[src/rtl/bus_timer.sv]
// bus_timer: memory-mapped countdown timer driven by CPU data-bus accesses.
//
// Register map (word index addr[3:2]):
//   0 CTRL   RW  [0] EN, [2:1] MODE, [3] IM; upper bits read 0, not stored
//   1 PRESET RW  reload value for COUNT
//   2 COUNT  RO  current count (writes ignored)
//   3 --     reads 0, writes ignored
//
// Ports:
//   clk    in   rising-edge system clock
//   reset  in   asynchronous active-high reset, clears all state
//   addr   in   byte address inside the timer window (addr[1:0] ignored)
//   we     in   write strobe, sampled at posedge clk
//   wdata  in   write data
//   rdata  out  read data, combinational from addr
//   irq    out  interrupt request = irq_flag & CTRL.IM
module bus_timer #(
    parameter int ADDR_W = 4
) (
    input  logic              clk,
    input  logic              reset,
    input  logic [ADDR_W-1:0] addr,
    input  logic              we,
    input  logic [31:0]       wdata,
    output logic [31:0]       rdata,
    output logic              irq
);

    typedef enum logic [1:0] {
        IDLE = 2'd0,
        LOAD = 2'd1,
        CNT  = 2'd2,
        INT  = 2'd3
    } state_t;

    localparam logic [1:0] IDX_CTRL   = 2'd0;
    localparam logic [1:0] IDX_PRESET = 2'd1;
    localparam logic [1:0] IDX_COUNT  = 2'd2;
    localparam logic [1:0] MODE_AUTO  = 2'd1;

    state_t      state_q;
    logic [3:0]  ctrl_q;
    logic [31:0] preset_q;
    logic [31:0] count_q;
    logic        irq_flag_q;

    logic [1:0]  idx;
    logic        wr_ctrl;
    logic        wr_preset;
    logic        ctrl_en;
    logic [1:0]  ctrl_mode;
    logic        ctrl_im;
    logic        unused_addr;

    assign idx         = addr[3:2];
    assign wr_ctrl     = we && (idx == IDX_CTRL);
    assign wr_preset   = we && (idx == IDX_PRESET);
    assign ctrl_en     = ctrl_q[0];
    assign ctrl_mode   = ctrl_q[2:1];
    assign ctrl_im     = ctrl_q[3];
    // Byte-lane bits and any address bits above the window are don't-care.
    assign unused_addr = ^addr;

    assign irq = irq_flag_q & ctrl_im;

    always_comb begin
        rdata = 32'd0;
        case (idx)
            IDX_CTRL:   rdata = {28'd0, ctrl_q};
            IDX_PRESET: rdata = preset_q;
            IDX_COUNT:  rdata = count_q;
            default:    rdata = 32'd0;
        endcase
    end

    always_ff @(posedge clk or posedge reset) begin
        if (reset) begin
            state_q    <= IDLE;
            ctrl_q     <= 4'd0;
            preset_q   <= 32'd0;
            count_q    <= 32'd0;
            irq_flag_q <= 1'b0;
        end else begin
            if (wr_preset) begin
                preset_q <= wdata;
            end

            case (state_q)
                IDLE: begin
                    if (ctrl_en) begin
                        state_q <= LOAD;
                    end
                end
                LOAD: begin
                    count_q <= preset_q;
                    state_q <= CNT;
                end
                CNT: begin
                    if (!ctrl_en) begin
                        state_q <= IDLE;
                    end else if (count_q == 32'd0) begin
                        state_q    <= INT;
                        irq_flag_q <= 1'b1;
                    end else begin
                        count_q <= count_q - 32'd1;
                    end
                end
                INT: begin
                    if (ctrl_mode == MODE_AUTO) begin
                        irq_flag_q <= 1'b0;
                        state_q    <= ctrl_en ? LOAD : IDLE;
                    end else begin
                        ctrl_q[0] <= 1'b0;
                        state_q   <= IDLE;
                    end
                end
                default: state_q <= IDLE;
            endcase

            // Placed last so a CPU write to CTRL overrides both the one-shot
            // EN clear and any flag update made by the FSM on the same edge.
            if (wr_ctrl) begin
                ctrl_q     <= wdata[3:0];
                irq_flag_q <= 1'b0;
            end
        end
    end

endmodule
[config.mk]
export PLATFORM = sky130hd
export DESIGN_NAME = bus_timer
export DESIGN_NICKNAME = d
export VERILOG_FILES = /design/src/rtl/bus_timer.sv
export SDC_FILE = /design/constraint.sdc
export NUM_CORES = 1
export LEC_CHECK = 0
export CELL_PAD_IN_SITES_DETAIL_PLACEMENT = 2
export CELL_PAD_IN_SITES_GLOBAL_PLACEMENT = 2
export CORE_MARGIN = 1.5
export CORE_UTILIZATION = 40
export CTS_BUF_LIST = sky130_fd_sc_hd__clkbuf_16
export CTS_CLUSTER_SIZE = 20
export DETAILED_ROUTE_END_ITERATION = 16
export DONT_BUFFER_PORTS = 1
export GPL_TIMING_DRIVEN = 0
export PLACE_DENSITY_LB_ADDON = 0.1
export RECOVER_POWER = 50
export SETUP_SLACK_MARGIN = 0.1
export SYNTH_ARGS = -nofsm -noshare
export SYNTH_HDL_FRONTEND = slang
export SYNTH_SLANG_ARGS = --single-unit
[constraint.sdc]
create_clock -name clk -period 5.8 [get_ports clk]
set_input_delay 1.16 -clock clk [delete_from_list [all_inputs] [get_ports clk]]
set_output_delay 1.16 -clock clk [all_outputs]
set_load 0.01 [all_outputs]
==> results.tsv <==
metric	value	unit
grt_pass1_wl	22300	microns
hold_class	register to register	
cts.sink_count	71	
post-route-period-util	0.768	
die_x	103	microns
synth_top_area_frac	0.443	
yosysTopAreaCell	dfrtp_1	
pwr-share-clk	0.248	
first_global_vias	3828	
vias	3517	
yosys_warnings	0	
fmax	225	MHz
timing.max_cap.violations	1	
ctsLongestPathBuffers	2	
crit_path_start_kind	primary input	
hold_depth	1	
wl	14600	microns
drv_slew	55	
swShare	0.424	
drt_iter0_drc	105	
synth_cell_types	60	
final_cells	553	
die_h	103	microns
numPlacedInstances	537	
grt_use_met1	0.374	
grt_overflow	0	
n_antenna_cell	0	
synth_area	4020	sq um
track_usage	0.294	
met3_usage	0.0759	
synth.avg_cell_area	9.96	sq um
ioPinCount	72	
synth-edff-count	0	
drt-vias-per-instance	6.36	
finalSetupViolCount	0	
power_frac_comb	0.381	
routedWlPerCell	26.4	microns
worst_slew_pin_slew	3.09	ns
period_minus_slack	4.45	ns
die_area	10600	sq um
area_growth_syn_to_layout	11.3	%
p_int	1.36	mW
drt_first_pass_iters	4	
worst_slack	1.35	ns
reg2reg_depth	9	
placementRows	36	
netlist_instances	403	
h-tree-depth	3	
crit_fanout	10	
finalHoldViolations	0	
fin_nets	455	
path_clk_slew	0.06	ns
power.net_switching	1.00	mW
powerDensity	529	nW/um^2
drtAntennaViolNets	0	
synthTopCellsByArea	dfrtp_1 (44%), mux2_2 (9.8%), a22o_1 (6.1%)	
post_cts_buffers	0	
met2_usage	0.493	
worst_clock_skew	0.00768	ns
synthArstFlopShare	1.00	
routabilityCongestion	0.861	
fin_setup_tns	0	ns
ir_drop	0.279	mV
drc	0	
synth_seq_area_share	0.443	
clock-root-buffer	clkbuf_16	
drive_gt1_frac	0.155	
grt_max_degree	55	
worstSkewPairLatency	0.35	ns
numCtsBuffers	9	
critPathRequiredTime	4.64	ns
syn_nets	443	
start_util	0.411	
ys_ff_latch	71	
rsz0062_at_grt	false	
crit_path_end_kind	output port	
synth_flop_cell	dfrtp_1	
total_leakage_power	1.77	nW
finalPower	2.36	mW
dp_slack	1.38	ns
worstPathArrival	3.29	ns
relSlewSlack	-1.06	
hold_buffers	0	
coreArea	9770	sq um
hpwl	10100	microns
criticalPathCategory	primary input to output port	
seq_power_share	0.371	
cts-resized-gates	0	
portBuffers	0	
cts_tree	yes	
antenna_found_initial	0	
violations	max-capacitance violations, max-slew violations	
grt-busiest-layer	met2	
status	finished, violations left	
## flip-flops by register name (all words and copies together) (netlist names)
register / cells
count_q: 32
preset_q: 32
ctrl_q: 4
state_q: 2
irq_flag_q: 1
## cells in the mapped netlist, types with 6 or more instances
| library cell | instances |
|---|---|
| a31oi_1 | 8 |
| nor2_1 | 21 |
| nand2_1 | 27 |
| buf_2 | 8 |
| o21ai_0 | 46 |
| mux2_2 | 35 |
| dfrtp_1 | 71 |
| nor4_1 | 6 |
| clkbuf_1 | 15 |
| a22o_1 | 28 |
| nor3_1 | 10 |
| nor2b_1 | 6 |
| o31ai_1 | 6 |
| a22oi_1 | 8 |
| a21oi_1 | 14 |
## final timing paths
kind	start	to	slack, ns
max in group asynchronous	reset	count_q[17]$_DFFE_PP0P_	1.68
hold reg to reg	preset_q[25]$_DFFE_PP0P_	preset_q[25]$_DFFE_PP0P_	0.54
setup / recovery	addr[3]	rdata[28]	1.35
setup reg to reg	count_q[0]$_DFFE_PP0P_	count_q[25]$_DFFE_PP0P_	2.22
min in group asynchronous	reset	preset_q[26]$_DFFE_PP0P_	0.79
hold / removal	preset_q[25]$_DFFE_PP0P_	preset_q[25]$_DFFE_PP0P_	0.54
## layer usage
layer,part of all wire,up-vias
li1,-,1572
met1,0.44,1851
met2,0.51,84
met3,0.045,10
met4,0.0078,0
met5,0,-
## logic make-up after synthesis
group                    share of synthesized area
AO/OA/AOI/OAI                                0.250
adder cells (fa/ha/maj)                    0.00312
buffers and inverters                       0.0418
flip-flops                                   0.443
multiplexers                                 0.108
AND/OR/NAND/NOR                              0.155
## power groups by stage
| stage | Combinational (mW) | Sequential [mW] | Clock, mW |
|---|---|---|---|
| 2_1_floorplan | 0.657 | 0.805 | 0 |
| 3_3_place_gp | 0.859 | 0.866 | 0 |
| 3_5_place_dp | 0.902 | 0.881 | 0 |
| 4_1_cts | 0.916 | 0.876 | 0.593 |
| 5_1_grt | 0.985 | 0.903 | 0.612 |
| 6_report | 0.900 | 0.877 | 0.585 |
## area by class of cell
cell class | instances | area [sq um]
clock buffer | 9 | 225
clock inverter | 7 | 80.1
sequential | 71 | 1780
fill | 1068 | 5310
timing repair buffer | 1 | 3.75
inverter | 6 | 23.8
multi-input combinational | 295 | 2060
buffer | 31 | 134
tap | 133 | 166
## per-stage QoR
step,hold slack [ns],util,area (sq um)
after CTS,0.538,0.462,4520
final,0.541,0.457,4470
after detailed placement,0.525,0.431,4210
after global routing,0.556,0.457,4470
after floorplan,0.495,-,4020
after global placement,0.512,0.428,4180
## worst max-delay path, cell delays in order
cell and delay (ns):
clkbuf_1 0.31, nor2b_1 0.18, clkbuf_1 0.59, buf_1 0.72, a22o_1 0.33
## cells in the final DEF, fill, tap and decap left out, types with 3 or more instances in the layout
cell type  netlist  layout
a211oi_1         3       3
mux2i_1          4       4
a31oi_1          8       8
dfrtp_1         71      71
or3_1            5       5
clkbuf_1        15      18
nor4_1           6       6
o22ai_1          4       4
a22oi_1          8       8
o31ai_1          6       6
o21ai_0         46      46
nor2b_1          6       6
nand4_1          4       4
a32o_1           3       3
nor3_1          10      10
a21oi_1         14      15
buf_2            8       8
nor2_1          21      22
inv_1            5       6
a22o_1          28      28
buf_1            5       5
clkbuf_16        0       9
nand3_1          3       3
mux2_2          35      35
nand2b_1         5       5
nand2_1         27      27
a2bb2oi_1        3       3
Note: power is estimated with default switching activity, not from simulation.
